## src/rtl/running_max_tracker.sv

```systemverilog
// Framed running-maximum tracker: feeds the external 8-bit magnitude comparator and records
// the frame maximum, the index of its first occurrence and its occurrence count.
module running_max_tracker (
    input  logic       clk,
    input  logic       rst,
    input  logic       start,
    input  logic [7:0] len,
    input  logic       in_valid,
    input  logic [7:0] in_data,
    output logic       in_ready,
    output logic [7:0] cmp_in1,
    output logic [7:0] cmp_in2,
    input  logic       cmp_eq,
    input  logic       cmp_gt,
    output logic       busy,
    output logic       done,
    output logic [7:0] max_out,
    output logic [7:0] max_idx,
    output logic [7:0] max_cnt
);

    typedef enum logic [1:0] {
        StIdle  = 2'd0,
        StAccum = 2'd1,
        StDone  = 2'd2
    } state_e;

    state_e     state_q;
    logic [7:0] len_q;
    logic [7:0] k_q;
    logic [7:0] max_q;
    logic [7:0] idx_q;
    logic [7:0] cnt_q;
    logic       in_ready_q;
    logic       busy_q;
    logic       done_q;

    logic       accept;
    logic       last_accept;
    logic [7:0] len_m1;

    // Comparator operands are pure wiring; its result returns within the same cycle.
    assign cmp_in1 = in_data;
    assign cmp_in2 = max_q;

    always_comb begin
        len_m1      = len_q - 8'd1;
        accept      = (state_q == StAccum) && in_valid;
        last_accept = accept && (k_q == len_m1);
    end

    always_ff @(posedge clk or posedge rst) begin
        if (rst) begin
            state_q    <= StIdle;
            len_q      <= 8'd0;
            k_q        <= 8'd0;
            max_q      <= 8'd0;
            idx_q      <= 8'd0;
            cnt_q      <= 8'd0;
            in_ready_q <= 1'b0;
            busy_q     <= 1'b0;
            done_q     <= 1'b0;
        end else begin
            unique case (state_q)
                StIdle: begin
                    if (start) begin
                        len_q <= len;
                        k_q   <= 8'd0;
                        max_q <= 8'd0;
                        idx_q <= 8'd0;
                        cnt_q <= 8'd0;
                        busy_q <= 1'b1;
                        if (len == 8'd0) begin
                            state_q <= StDone;
                            done_q  <= 1'b1;
                        end else begin
                            state_q    <= StAccum;
                            in_ready_q <= 1'b1;
                        end
                    end
                end
                StAccum: begin
                    if (accept) begin
                        k_q <= k_q + 8'd1;
                        // First sample seeds the max; the comparator is still looking at the
                        // cleared register and its verdict is meaningless here.
                        if (k_q == 8'd0) begin
                            max_q <= in_data;
                            idx_q <= 8'd0;
                            cnt_q <= 8'd1;
                        end else if (cmp_gt) begin
                            max_q <= in_data;
                            idx_q <= k_q;
                            cnt_q <= 8'd1;
                        end else if (cmp_eq) begin
                            if (cnt_q != 8'hFF) begin
                                cnt_q <= cnt_q + 8'd1;
                            end
                        end
                        if (last_accept) begin
                            state_q    <= StDone;
                            in_ready_q <= 1'b0;
                            done_q     <= 1'b1;
                        end
                    end
                end
                StDone: begin
                    state_q <= StIdle;
                    done_q  <= 1'b0;
                    busy_q  <= 1'b0;
                end
                default: begin
                    state_q    <= StIdle;
                    in_ready_q <= 1'b0;
                    busy_q     <= 1'b0;
                    done_q     <= 1'b0;
                end
            endcase
        end
    end

    assign in_ready = in_ready_q;
    assign busy     = busy_q;
    assign done     = done_q;
    assign max_out  = max_q;
    assign max_idx  = idx_q;
    assign max_cnt  = cnt_q;

endmodule

```

## config.mk

```make
export PLATFORM = sky130hd
export DESIGN_NAME = running_max_tracker
export DESIGN_NICKNAME = d
export VERILOG_FILES = /design/src/rtl/running_max_tracker.sv
export SDC_FILE = /design/constraint.sdc
export NUM_CORES = 1
export LEC_CHECK = 0
export ABC_AREA = 1
export CORE_MARGIN = 4
export CORE_UTILIZATION = 40
export CTS_BUF_LIST = sky130_fd_sc_hd__clkbuf_8
export DETAILED_ROUTE_END_ITERATION = 6
export PLACE_DENSITY = 0.75
export SYNTH_ARGS = -nofsm -noshare
export SYNTH_HDL_FRONTEND = slang
export SYNTH_SLANG_ARGS = --single-unit
```

## constraint.sdc

```tcl
create_clock -name clk -period 2.2 [get_ports clk]
set_clock_uncertainty 0.05 [all_clocks]
set_input_delay 0.55 -clock clk [delete_from_list [all_inputs] [get_ports clk]]
set_output_delay 0.55 -clock clk [all_outputs]
set_load 0.01 [all_outputs]
```

Yosys cells after proc, flatten, opt, wreduce, memory -nomap -nowiden
Cells that the tools add are included.
- bits in registers: 45
- input bits: 22
- output and inout port bits: 43
- $add $sub $neg: 3
- eq/ne operators: 12
- multiplexer cells: 34
- bitwise logic cells: 2
- reductions and logical operators: 14
- operators with widths (kind ; number):
    8-bit two-way mux ; 13
    8-bit one-hot mux with 2 select lines ; 4
    8-bit by 1-bit adder with 8-bit output (second input constant) ; 2
    8-bit zero test ; 2
    2-bit != test (second input constant) ; 5
    5-bit AND reduction ; 2
    1-bit two-way mux ; 9
    8-bit == test ; 1
    2-bit two-way mux ; 4
    8-bit != test (second input constant) ; 1
    4-bit AND reduction ; 2
    8-bit by 1-bit subtractor with 8-bit output (second input constant) ; 1
    3-bit AND reduction ; 2
    4-bit by 2-bit != test with 1-bit output (second input constant) ; 1
    4-bit by 3-bit != test with 1-bit output (second input constant) ; 1
    1-bit one-hot mux with 2 select lines ; 2
    2-bit one-hot mux with 2 select lines ; 1
    2-bit AND reduction ; 2
    3-bit by 2-bit != test with 1-bit output (second input constant) ; 1
    1-bit one-hot mux with 3 select lines ; 1
    2-bit by 1-bit == test with 1-bit output (second input constant) ; 1
    2-bit == test (second input constant) ; 1
    1-bit logical AND ; 2
    2-bit zero test ; 1
    2 further kinds ; 3

Longest topological paths before layout
- depth in word-level cells: 7
- depth in mapped cells: 14
- gate-level depth less buffers: 14

Least setup slack after synthesis
No wires, ideal clock.
- path type: reg-to-reg
- start: register cnt_q[1], in the netlist max_cnt[1]
- end: register cnt_q[0], in the netlist max_cnt[0]
- arrival time: 1.412 ns
- data required time: 2.015 ns
- setup slack: 0.603 ns
- cell stages (with the launch flop): 9
- buffers on the path: 0
- clock period less this slack: 1.597 ns
- cells stage by stage: dfrtp_1 -> ha_1 -> nand3_1 -> nor2_1 -> nand4_1 -> nand3_4 -> nand2_4 -> o311ai_0 -> o21ai_1
- cells in the longest elaborated chain, start to end: 3
- ends and longest elaborated chain (item ; line ; source):
    start: declaration ; 33 ; logic [7:0] cnt_q;
    start signal: assignment ; 97 ; cnt_q <= cnt_q + 8'd1;
    8-bit != test ; 96 ; if (cnt_q != 8'hFF) begin
    4-bit by 2-bit != test with 1-bit output (no source line) ; n/a ;
    5-bit AND reduction (no source line) ; n/a ;
Every way passes these cells.
A chain may end at the register's enable or synchronous reset.

Final worst setup path
- start: input in_data[0]
- end: output cmp_in1[0]
- RTL lines (item ; line ; source):
    start: declaration ; 9 ; input logic [7:0] in_data,
    end: declaration ; 11 ; output logic [7:0] cmp_in1,
No word-level cell between the ends.

==> results.txt <==
----------------------------------------------------
[Placed design]
  Instance area at placement ... 0.003152 mm²
  GPL Wtd Cong ... 0.8539
  Placed cells ... 450
  Post-detail-place hpwl ... 4.366 mm
  Number of port buffers ... 64

[Logic synthesis]
  Main synth FF type ... sky130_fd_sc_hd__dfrtp_1
  Most numerous cell types in the synthesized netlist ... sky130_fd_sc_hd__nand2_1 (82), sky130_fd_sc_hd__dfrtp_1 (45), sky130_fd_sc_hd__inv_1 (39), sky130_fd_sc_hd__nor2_1 (28), sky130_fd_sc_hd__o21ai_0 (26)
  FFs w/ async S/R, synth ... 100.0%
  Most repeated cell in the gate-level netlist after synthesis ... sky130_fd_sc_hd__nand2_1
  Yosys synthesis warning count ... 0
  Cells after Synth ... 328
  Unique masters post-synth ... 31
  Count of flip-flops with a built-in enable after synthesis ... 0
  Seq/Total Area, Yosys ... 44.51%
  Share of Yosys cell area claimed by the top area cell type ... 44.51%
  Average cell area after synthesis ... 7.713 µm²
  Yosys reg bits ... 45
  Summed instance area of the synthesized netlist ... 0.002530 mm²
  Top post-synthesis cells by area ... sky130_fd_sc_hd__dfrtp_1 (45%), sky130_fd_sc_hd__nand2_1 (12%), sky130_fd_sc_hd__inv_1 (5.8%), sky130_fd_sc_hd__o21ai_0 (5.1%), sky130_fd_sc_hd__buf_4 (4.7%)
  Post-Syn Nets ... 354
  Cell accounting for the most synthesized area ... sky130_fd_sc_hd__dfrtp_1

[Setup path]
  Arrival time of the worst setup path ... 1.58 ns
  Reg2Reg Launch Point ... k_q[0]
  Worst setup slack for register-to-register paths ... 0.27 ns
  Top cell by count, worst path ... sky130_fd_sc_hd__clkdlybuf4s50_1
  Critical path required time ... 1.60 ns
  Maximum fanout along the worst path ... 2
  Peak per-stage delay on the critical path ... 0.55 ns
  Critical Path Start ... in_data[0]
  Ordered list of cells on the worst path ... clkdlybuf4s50_1 > clkdlybuf4s50_1
  Crit path max-delay cell type ... sky130_fd_sc_hd__clkdlybuf4s50_1
  Buffers plus inverters on the worst setup path ... 2
  Startpoint Class ... primary input
  Endpoint kind of the worst setup timing path ... output port
  Critical path destination ... cmp_in1[0]
  Critical path type ... in -> out
  CP Depth ... 2
  Register-to-Register Path Depth ... 9
  Worst reg2reg path endpoint ... max_idx[4]
  Cell family with the largest share of critical-path delay ... buffers and inverters

[Layout]
  Fraction of final layout cells with drive strength greater than 1 ... 7.833%
  Net count of the finished layout ... 408
  Count of non-filler cells in the finished layout ... 458
  Summed area of non-filler cells in the final layout ... 0.003276 mm²
  Relative area change from synthesis to final layout ... 29.48%
  Final Core Density ... 54.36%
  Antenna diode instance count ... 0
  Number of fillers in the final layout ... 589

[Clock network]
  Post-CTS setup buffer count ... 0
  Clock network latency to the later pin of the worst-skew pair ... 0.30 ns
  Clock net sink count ... 45
  Hold buffers post-CTS ... 0
  CTS Buf Count ... 5
  Reg clk slew, reported paths ... 0.08 ns
  Cell at the root of the clock tree ... sky130_fd_sc_hd__clkbuf_8
  Clock buffer depth ... 2
  H-Tree Level Count ... 2
  TritonCTS clock tree ... yes

[Floorplan]
  Placeable core region ... 0.006026 mm²
  Die area ... 0.007662 mm²
  Starting density of the core ... 41.99%
  Io pins ... 65
  Floorplan die height ... 87.53 µm
  Die X ... 87.53 µm
  Std cell rows ... 28

[Timing]
  Highest clock frequency the design can meet ... 458.2 MHz
  Time the final worst path needs with I/O delays and setup ... 2.183 ns
  Actual transition at the worst max-transition pin ... 0.2763 ns
  Number of hold violations in the final report ... 0
  Final setup violating endpoints ... 0
  Final max-slew violation count ... 0
  Final period utilization ... 99.21%
  Headroom to the max-slew limit ... 81.35%
  RSZ-0062 raised after global routing ... false
  Final total negative setup slack ... 0 ns
  Hold Worst Slack ... 0.4005 ns

[Drt]
  Drt first pass iters ... 4
  Post-DRT Antenna Nets ... 0
  Starting DRT DRC Count ... 71
  Detailed-route DRC error count ... 0
  Total wire length ... 5.547 mm
  Via Count ... 2237
  Final routed wire length divided by cell count ... 12.11 µm
  Via density per instance ... 4.884

[Global routing]
  Via count of the first global-routing pass ... 2141
  Antenna violations before repair ... 0
  Global-route congestion overflow total ... 0
  Largest net degree at the start of global routing ... 32
  Wire length of the first global-routing pass ... 9.183 mm
  Global Route Usage Sum ... 14.98%

[Power and ir drop]
  Combinational Power Share ... 48.5%
  Sw Ratio ... 40.96%
  Share of total power in the clock network ... 17.2%
  P_leak ... 0.001536 µW
  Power per unit of standard cell area ... 1118 mW/mm²
  Maximum vdd ir drop ... 0.5654 mV
  Internal power consumption ... 2162 µW
  Share of total power in sequential cells ... 34.3%
  Switching Power ... 1500 µW

[Outcome]
  Run status ... complete, no violations

[Min path]
  Min-Delay Path Class ... in -> async

[Job]
  Max-capacitance violation count ... 0

----------------------------------------------------
==> through the flow <==
stage          power, µW  worst slack [ns]
6_report            3663           0.01749
5_1_grt             3983          0.003310
4_1_cts             3703          0.002748
3_5_place_dp        3057          0.003356
3_3_place_gp        2985           0.01165
2_1_floorplan       2483            0.5406
==> registers in the layout, indices dropped and copies added, names as in the netlist <==
signal    flops
state_q       2
max_idx       8
done          1
k_q           8
len_q         8
in_ready      1
busy          1
cmp_in2       8
max_cnt       8
==> area by class of cell <==
class / count / area, µm² / area share [%]
Clock buffer: 6 / 82.58 / 2.521
Sequential cell: 45 / 1126 / 34.38
Timing Repair Buffer: 70 / 693.2 / 21.16
Clock inverter: 2 / 33.78 / 1.031
Inverter: 44 / 165.2 / 5.042
Tap cell: 75 / 93.84 / 2.865
Multi-Input combinational cell: 216 / 1081 / 33.00
==> repair_timing <==
item,in CTS,in global routing
hold endpoints to repair,0,0
endpoints found under the setup margin,0,3
resized for setup,0,3
==> cells by family (layout without fill, tap and decap cells) <==
family	after synthesis	in the layout	share of synthesized area [%]
buffers and inverters	67	122	12.76
AO/OA/AOI/OAI	46	46	9.743
XOR/XNOR	4	4	1.385
AND/OR/NAND/NOR	162	162	29.62
flip-flops	45	45	44.51
adder cells (fa/ha/maj)	4	4	1.978
==> worst min-delay path by stage <==
stage | to | slack [ns] | cells past startpoint
global route | max_cnt[2] | 0.40 | 2
CTS | max_cnt[7] | 0.40 | 2
floorplan | len_q[7] | 0.42 | 2
finish | max_cnt[7] | 0.40 | 2
detailed placement | done | 0.41 | 2
global placement | done | 0.41 | 2
==> power by group through the flow <==
stage	logic [µW]	clock network, µW	registers [µW]
6_report	1770	632	1260
5_1_grt	2000	695	1290
4_1_cts	1790	652	1260
3_5_place_dp	1780	0	1270
3_3_place_gp	1720	0	1260
2_1_floorplan	1200	0	1280
==> layer usage <==
layer	part of all wire [%]	track usage, %
met1	45	18.39
met5	0	0
met3	8.0	3.669
met2	46	26.58
met4	0.97	3.347
==> layout by cell type (no fill, tap or decap), types with 4 or more instances in the layout <==
cell type,count
sky130_fd_sc_hd__nor2_1,28
sky130_fd_sc_hd__inv_2,5
sky130_fd_sc_hd__o31ai_1,5
sky130_fd_sc_hd__o21ai_0,26
sky130_fd_sc_hd__inv_1,39
sky130_fd_sc_hd__nand3_1,21
sky130_fd_sc_hd__nand4_1,6
sky130_fd_sc_hd__o21ai_1,5
sky130_fd_sc_hd__clkdlybuf4s50_1,61
sky130_fd_sc_hd__ha_1,4
sky130_fd_sc_hd__nand2_1,82
sky130_fd_sc_hd__buf_4,6
sky130_fd_sc_hd__nand2_2,4
sky130_fd_sc_hd__a21oi_1,9
sky130_fd_sc_hd__nor3_1,10
sky130_fd_sc_hd__clkbuf_8,6
sky130_fd_sc_hd__dfrtp_1,45
Note: power is estimated with default switching activity, not from simulation.
